==> config.mk <==
export PLATFORM = sky130hd
export DESIGN_NAME = ctrl_decode
export DESIGN_NICKNAME = d
export VERILOG_FILES = /design/src/rtl/ctrl_decode_pkg.sv /design/src/rtl/ctrl_decode_main_fsm.sv /design/src/rtl/ctrl_decode.sv
export SDC_FILE = /design/constraint.sdc
export NUM_CORES = 1
export LEC_CHECK = 0
export CAP_MARGIN = 10
export CORE_AREA = 3 3 40 42
export DETAILED_ROUTE_END_ITERATION = 12
export DIE_AREA = 0 0 43 45
export GPL_ROUTABILITY_DRIVEN = 0
export MAX_ROUTING_LAYER = met4
export PLACE_DENSITY = 0.9
export SKIP_CTS_REPAIR_TIMING = 1
export SLEW_MARGIN = 10
export SYNTH_ARGS = -nofsm -noshare
export SYNTH_HDL_FRONTEND = slang
export SYNTH_SLANG_ARGS = --single-unit
==> constraint.sdc <==
create_clock -name clk -period 3.5 [get_ports clk]
set_input_delay 0.875 -clock clk [delete_from_list [all_inputs] [get_ports clk]]
set_output_delay 0.875 -clock clk [all_outputs]
set_load 0.01 [all_outputs]
==> src/rtl/ctrl_decode_pkg.sv <==
// ctrl_decode_pkg
//   Shared encodings for the multicycle ARM control unit: 4-bit main-FSM
//   state codes, datapath mux select codes, ALU control codes, data-processing
//   command codes, and the cmd -> ALUControl decode helper.
package ctrl_decode_pkg;

  // Main FSM state encodings (kept as plain 4-bit constants so existing
  // waveform decoders and probes that expect these values keep working).
  localparam logic [3:0] S_FETCH  = 4'd0;
  localparam logic [3:0] S_DECODE = 4'd1;
  localparam logic [3:0] S_MEMADR = 4'd2;
  localparam logic [3:0] S_MEMRD  = 4'd3;
  localparam logic [3:0] S_MEMWB  = 4'd4;
  localparam logic [3:0] S_MEMWR  = 4'd5;
  localparam logic [3:0] S_EXECR  = 4'd6;
  localparam logic [3:0] S_EXECI  = 4'd7;
  localparam logic [3:0] S_ALUWB  = 4'd8;
  localparam logic [3:0] S_BRANCH = 4'd9;
  localparam logic [3:0] S_UNDEF  = 4'd10;

  // Instruction class (Instr[27:26])
  localparam logic [1:0] OP_DP     = 2'b00;
  localparam logic [1:0] OP_MEM    = 2'b01;
  localparam logic [1:0] OP_BRANCH = 2'b10;
  localparam logic [1:0] OP_UNDEF  = 2'b11;

  // ALUSrcB select
  localparam logic [1:0] SRCB_RD2  = 2'b00;
  localparam logic [1:0] SRCB_IMM  = 2'b01;
  localparam logic [1:0] SRCB_FOUR = 2'b10;

  // ResultSrc select
  localparam logic [1:0] RES_ALUOUT    = 2'b00;
  localparam logic [1:0] RES_DATA      = 2'b01;
  localparam logic [1:0] RES_ALURESULT = 2'b10;

  // ALUControl codes
  localparam logic [1:0] ALU_ADD = 2'b00;
  localparam logic [1:0] ALU_SUB = 2'b01;
  localparam logic [1:0] ALU_AND = 2'b10;
  localparam logic [1:0] ALU_ORR = 2'b11;

  // Data-processing cmd field (Funct[4:1])
  localparam logic [3:0] CMD_AND = 4'b0000;
  localparam logic [3:0] CMD_SUB = 4'b0010;
  localparam logic [3:0] CMD_ADD = 4'b0100;
  localparam logic [3:0] CMD_ORR = 4'b1100;

  // Unsupported commands fall back to ADD.
  function automatic logic [1:0] alu_decode(input logic [3:0] cmd);
    logic [1:0] ctl;
    case (cmd)
      CMD_ADD: ctl = ALU_ADD;
      CMD_SUB: ctl = ALU_SUB;
      CMD_AND: ctl = ALU_AND;
      CMD_ORR: ctl = ALU_ORR;
      default: ctl = ALU_ADD;
    endcase
    return ctl;
  endfunction

endpackage

==> src/rtl/ctrl_decode_main_fsm.sv <==
// main_fsm
//   State register, next-state logic and Moore output decode for the
//   multicycle ARM controller. Every output here depends on state only.
// Ports
//   clk        in   rising-edge clock
//   reset      in   asynchronous active-low reset (0 = reset -> FETCH)
//   Op         in   [1:0] instruction class (Instr[27:26])
//   imm_flag   in   Funct[5], immediate operand (I)
//   load_flag  in   Funct[0], load/store select (L)
//   IRWrite    out  instruction register enable
//   NextPC     out  unconditional PC+4 write
//   AdrSrc     out  0=PC, 1=ALUResult register
//   ALUSrcA    out  0=RD1, 1=PC
//   ALUSrcB    out  [1:0] 00=RD2, 01=ExtImm, 10=const 4
//   ResultSrc  out  [1:0] 00=ALUOut, 01=Data, 10=ALUResult
//   RegW       out  register write request
//   MemW       out  memory write request
//   alu_op     out  1 in EXECUTE states, enables Funct-driven ALU decode
//   branch     out  1 in BRANCH state
//   Undef      out  1 while in UNDEF state
module main_fsm
  import ctrl_decode_pkg::*;
#(
  parameter bit HALT_ON_UNDEF = 1'b0
) (
  input  logic       clk,
  input  logic       reset,
  input  logic [1:0] Op,
  input  logic       imm_flag,
  input  logic       load_flag,
  output logic       IRWrite,
  output logic       NextPC,
  output logic       AdrSrc,
  output logic       ALUSrcA,
  output logic [1:0] ALUSrcB,
  output logic [1:0] ResultSrc,
  output logic       RegW,
  output logic       MemW,
  output logic       alu_op,
  output logic       branch,
  output logic       Undef
);

  logic [3:0] state;
  logic [3:0] state_next;

  always_ff @(posedge clk or negedge reset) begin
    if (!reset) begin
      state <= S_FETCH;
    end else begin
      state <= state_next;
    end
  end

  always_comb begin
    state_next = S_FETCH;
    case (state)
      S_FETCH:  state_next = S_DECODE;
      S_DECODE: begin
        case (Op)
          OP_MEM:    state_next = S_MEMADR;
          OP_DP:     state_next = imm_flag ? S_EXECI : S_EXECR;
          OP_BRANCH: state_next = S_BRANCH;
          default:   state_next = S_UNDEF;
        endcase
      end
      S_MEMADR: state_next = load_flag ? S_MEMRD : S_MEMWR;
      S_MEMRD:  state_next = S_MEMWB;
      S_EXECR,
      S_EXECI:  state_next = S_ALUWB;
      S_MEMWB,
      S_MEMWR,
      S_ALUWB,
      S_BRANCH: state_next = S_FETCH;
      S_UNDEF:  state_next = HALT_ON_UNDEF ? S_UNDEF : S_FETCH;
      // Unused encodings drop back to FETCH on the next edge.
      default:  state_next = S_FETCH;
    endcase
  end

  always_comb begin
    IRWrite   = 1'b0;
    NextPC    = 1'b0;
    AdrSrc    = 1'b0;
    ALUSrcA   = 1'b0;
    ALUSrcB   = SRCB_RD2;
    ResultSrc = RES_ALUOUT;
    RegW      = 1'b0;
    MemW      = 1'b0;
    alu_op    = 1'b0;
    branch    = 1'b0;
    Undef     = 1'b0;
    case (state)
      S_FETCH: begin
        IRWrite   = 1'b1;
        NextPC    = 1'b1;
        ALUSrcA   = 1'b1;
        ALUSrcB   = SRCB_FOUR;
        ResultSrc = RES_ALURESULT;
      end
      S_DECODE: begin
        ALUSrcA   = 1'b1;
        ALUSrcB   = SRCB_FOUR;
        ResultSrc = RES_ALURESULT;
      end
      S_MEMADR: ALUSrcB = SRCB_IMM;
      S_MEMRD:  AdrSrc  = 1'b1;
      S_MEMWB: begin
        ResultSrc = RES_DATA;
        RegW      = 1'b1;
      end
      S_MEMWR: begin
        AdrSrc = 1'b1;
        MemW   = 1'b1;
      end
      S_EXECR:  alu_op = 1'b1;
      S_EXECI: begin
        ALUSrcB = SRCB_IMM;
        alu_op  = 1'b1;
      end
      S_ALUWB:  RegW = 1'b1;
      S_BRANCH: begin
        ALUSrcB   = SRCB_IMM;
        ResultSrc = RES_ALURESULT;
        branch    = 1'b1;
      end
      S_UNDEF:  Undef = 1'b1;
      default: ;
    endcase
  end

endmodule

==> src/rtl/ctrl_decode.sv <==
// ctrl_decode
//   Multicycle ARM control unit. Wraps the main FSM and adds the ALU decode,
//   PC-source detection and Op-driven immediate/register source selects.
//   Outputs feed the condition-logic stage and the datapath muxes.
// Ports
//   clk         in   rising-edge clock
//   reset       in   asynchronous active-low reset (0 = reset)
//   Op          in   [1:0] Instr[27:26]
//   Funct       in   [5:0] Instr[25:20]; [5]=I, [4:1]=cmd, [0]=S/L
//   Rd          in   [3:0] Instr[15:12]
//   FlagW       out  [1:0] [1]=N,Z write, [0]=C,V write
//   PCS         out  PC source is result
//   NextPC      out  unconditional PC+4 write
//   RegW        out  register write request
//   MemW        out  memory write request
//   IRWrite     out  instruction register enable
//   AdrSrc      out  0=PC, 1=ALUResult register
//   ALUSrcA     out  0=RD1, 1=PC
//   ALUSrcB     out  [1:0] 00=RD2, 01=ExtImm, 10=const 4
//   ResultSrc   out  [1:0] 00=ALUOut, 01=Data, 10=ALUResult
//   ImmSrc      out  [1:0] equal to Op
//   RegSrc      out  [1:0] [1]=(Op==01), [0]=(Op==10)
//   ALUControl  out  [1:0] 00 ADD, 01 SUB, 10 AND, 11 ORR
//   Undef       out  1 while in UNDEF state
module ctrl_decode
  import ctrl_decode_pkg::*;
#(
  parameter bit HALT_ON_UNDEF = 1'b0
) (
  input  logic       clk,
  input  logic       reset,
  input  logic [1:0] Op,
  input  logic [5:0] Funct,
  input  logic [3:0] Rd,
  output logic [1:0] FlagW,
  output logic       PCS,
  output logic       NextPC,
  output logic       RegW,
  output logic       MemW,
  output logic       IRWrite,
  output logic       AdrSrc,
  output logic       ALUSrcA,
  output logic [1:0] ALUSrcB,
  output logic [1:0] ResultSrc,
  output logic [1:0] ImmSrc,
  output logic [1:0] RegSrc,
  output logic [1:0] ALUControl,
  output logic       Undef
);

  logic alu_op;
  logic branch;

  main_fsm #(
    .HALT_ON_UNDEF(HALT_ON_UNDEF)
  ) u_main_fsm (
    .clk       (clk),
    .reset     (reset),
    .Op        (Op),
    .imm_flag  (Funct[5]),
    .load_flag (Funct[0]),
    .IRWrite   (IRWrite),
    .NextPC    (NextPC),
    .AdrSrc    (AdrSrc),
    .ALUSrcA   (ALUSrcA),
    .ALUSrcB   (ALUSrcB),
    .ResultSrc (ResultSrc),
    .RegW      (RegW),
    .MemW      (MemW),
    .alu_op    (alu_op),
    .branch    (branch),
    .Undef     (Undef)
  );

  // Flag writes are gated by alu_op, so they only occur in EXECUTE and the
  // flags update exactly once per data-processing instruction.
  always_comb begin
    ALUControl = ALU_ADD;
    FlagW      = '0;
    if (alu_op) begin
      ALUControl = alu_decode(Funct[4:1]);
      FlagW[1]   = Funct[0];
      FlagW[0]   = Funct[0] & ((ALUControl == ALU_ADD) || (ALUControl == ALU_SUB));
    end
  end

  // RegW is only high in the writeback states, so a write to R15 there
  // redirects the PC.
  assign PCS    = branch | (RegW & (Rd == 4'hF));
  assign ImmSrc = Op;
  assign RegSrc = {(Op == OP_MEM), (Op == OP_BRANCH)};

endmodule
==> flow_metrics.tcl <==
set metrics [dict create \
    ys_warn_count 0 \
    final_core_util_pct 57.4 \
    detail_route.drc_violations 0 \
    clock_tree.buffer_depth 2 \
    timing.final.max_slew_violations 0 \
    min_period_over_period_pct 91.2 \
    max_cap_violations 0 \
    timing.critical_path.required_ps 2620 \
    max_freq_mhz 313 \
    die_height_um 45 \
    grt_overflow 0 \
    criticalPathCategory "input pin to output pin" \
    worst_skew_pair.late_latency_ps 230 \
    power_density_nw_per_um2 696 \
    crit_chain "clkdlybuf4s50_1 > and2_1 > o21ai_0 > and2_1 > clkdlybuf4s50_1" \
    max_slew_margin_pct 64.5 \
    worstSetupEndpointType "output pin" \
    area_growth_syn_to_layout_pct 76.9 \
    regToRegSetupSlack_ps 2270 \
    hold-path-cell-count 1 \
    yosysSeqAreaShare_pct 24.0 \
    initialDrtViolationCount 9 \
    power.leakage_uw 0.000274 \
    tritoncts "done" \
    worst-endpoint-arrival_ps 2320 \
    groute.usage.overall_pct 13.9 \
    max_stage_delay_ps 530 \
    max_slew.worst_pin.slew_ps 533 \
    floorplan.initialDensity_pct 32.4 \
    vias 485 \
    grt_pass1_vias 466 \
    post_synth.cell_area_avg_um2 7.31 \
    post_synth_inst_count 57 \
    cts_root_buf "clkbuf_4" \
    yosys_register_bits 4 \
    final_common_cell "clkdlybuf4s50_1" \
    setup-violations-final 0 \
    outcome "complete, no violations" \
    layout_min_cycle_time_ps 3190 \
    yosys.area.top_type "dfrtp_1" \
    most_frequent_cells_in_the_layout "clkdlybuf4s50_1 (33), nor2_1 (9), nor3_1 (5)" \
    timing.clock.skew_ps 4.55 \
    clock_tree.htree_level_count 1 \
    worst_r2r_path_depth 3 \
    total_count_of_hold_check_failures_in_the_final_report 0 \
    clk_pin_slew_worst_paths_ps 40 \
    regMostFlops "u_main_fsm.state" \
    die_area_um2 1940 \
    place.detailed.hpwl_um 969 \
    rsz0062_at_grt "false" \
    cts.sink_count 4 \
    core_area_um2 1280 \
    critical-path-slowest-cell "clkdlybuf4s50_1" \
    synthTopCellsByArea "dfrtp_1 (24%), buf_4 (9.0%), nor2_1 (8.1%)" \
    number_of_diodes 0 \
    tns_ps 0 \
    largest_register_ff_count 4 \
    n_fill_cell 127 \
    drive_above_1_share_pct 7.06 \
    synth_cell_types 25 \
    first_pass_grt_wire_length_mm 1.98 \
    met1_usage_pct 15.8 \
    syn-cell-area_um2 417 \
    postRouteAntennaNets 0 \
    viasPerCell 4.85 \
    die_w_um 43 \
    cp-start-kind "input pin" \
    placement.io_buffers 33 \
    gr-usage-met3_pct 5.18 \
    synth_fp_nets 71 \
    routed_wire_per_std_cell_um 11.9 \
    number_of_antenna_violations_at_the_first_check_in_global_routing 0 \
    peak_vdd_ir_mv 0.431 \
    critPathMaxFanout 2 \
    num_rows 13 \
    grtUsageMet2_pct 23.4 \
    initial_drt_pass_iterations 3 \
    layout.nets 101 \
    routed_wl_mm 1.19 \
    grt-busiest-layer "met2" \
    cts_buffers 3 \
    i_o_pins 34 \
    hold_class "register to register" \
    reg.largest.list "u_main_fsm.state: 4 flops" \
    synth_top_area_share_pct 24.0 \
    maximum_number_of_pins_on_one_net_before_global_route_repair 19 \
]
[area by class of cell]
type / instances / area (um2) / share of cell area (%)
timing repair buffer: 33 / 330 / 44.8
multi-input combinational: 43 / 258 / 35.0
sequential: 4 / 100 / 13.6
clock buffer: 3 / 22.5 / 3.06
tap: 15 / 18.8 / 2.55
inverter: 2 / 7.51 / 1.02
[power breakdown]
part | total, uW | internal [uW] | switching, uW
Sequential | 117 | 65.8 | 50.7
Clock | 54.4 | 38.2 | 16.3
Combinational | 342 | 197 | 145
[through the flow]
stage / hold slack [ps] / cell area (um2) / cells / power (uW) / setup WS, ps
after floorplan: 498 / 417 / 57 / 312 / 1250
after global placement: 530 / 714 / 97 / 450 / 332
after detailed placement: 541 / 714 / 97 / 464 / 307
after CTS: 547 / 737 / 100 / 521 / 303
after global routing: 594 / 737 / 100 / 555 / 245
final: 542 / 737 / 100 / 513 / 309
[layer usage]
layer / vias up / share of wire, %
li1: 253 / -
met1: 207 / 42
met2: 25 / 48
met3: 0 / 9.9
met4: 0 / 0
met5: - / 0
[cells by family (layout without fill, tap and decap cells)]
| logic type | after synthesis | after routing | share of synthesized area [%] |
|---|---|---|---|
| AOI/OAI and AO/OA | 13 | 13 | 19.8 |
| xor gates and xnor gates | 1 | 1 | 2.10 |
| buffers and inverters | 10 | 38 | 14.1 |
| DFF | 4 | 4 | 24.0 |
| muxes | 1 | 1 | 2.40 |
| and+or+nand+nor | 28 | 28 | 37.5 |
[cell usage after synthesis (all sizes together)]
| master | n |
|---|---|
| nor3 | 6 |
| xnor2 | 1 |
| and4bb | 1 |
| buf | 7 |
| or2 | 1 |
| nand3b | 2 |
| nor2 | 9 |
| inv | 2 |
| clkbuf | 1 |
| nand2b | 2 |
| nand2 | 2 |
| o21a | 1 |
| a211oi | 2 |
| o21ai | 4 |
| and2 | 2 |
| dfrtp | 4 |
| o31ai | 1 |
| a41oi | 1 |
| o2bb2ai | 1 |
| a21oi | 3 |
| nor2b | 3 |
| mux2i | 1 |
[worst max-delay path: cells and delay by family]
kind | cells | cell delay, ps
buf+inv | 2 | 940
simple gates | 2 | 320
compound gates | 1 | 190
[final timing paths]
path	startpoint	to
hold reg to reg	u_main_fsm.state[3]$_DFF_PN0_	u_main_fsm.state[3]$_DFF_PN0_
max in group asynchronous	reset	u_main_fsm.state[0]$_DFF_PN0_
min in group asynchronous	reset	u_main_fsm.state[3]$_DFF_PN0_
setup / recovery	Funct[3]	FlagW[0]
setup reg to reg	u_main_fsm.state[1]$_DFF_PN0_	u_main_fsm.state[3]$_DFF_PN0_
hold / removal	u_main_fsm.state[3]$_DFF_PN0_	u_main_fsm.state[3]$_DFF_PN0_
No activity file was read; power rests on OpenSTA's default activity.
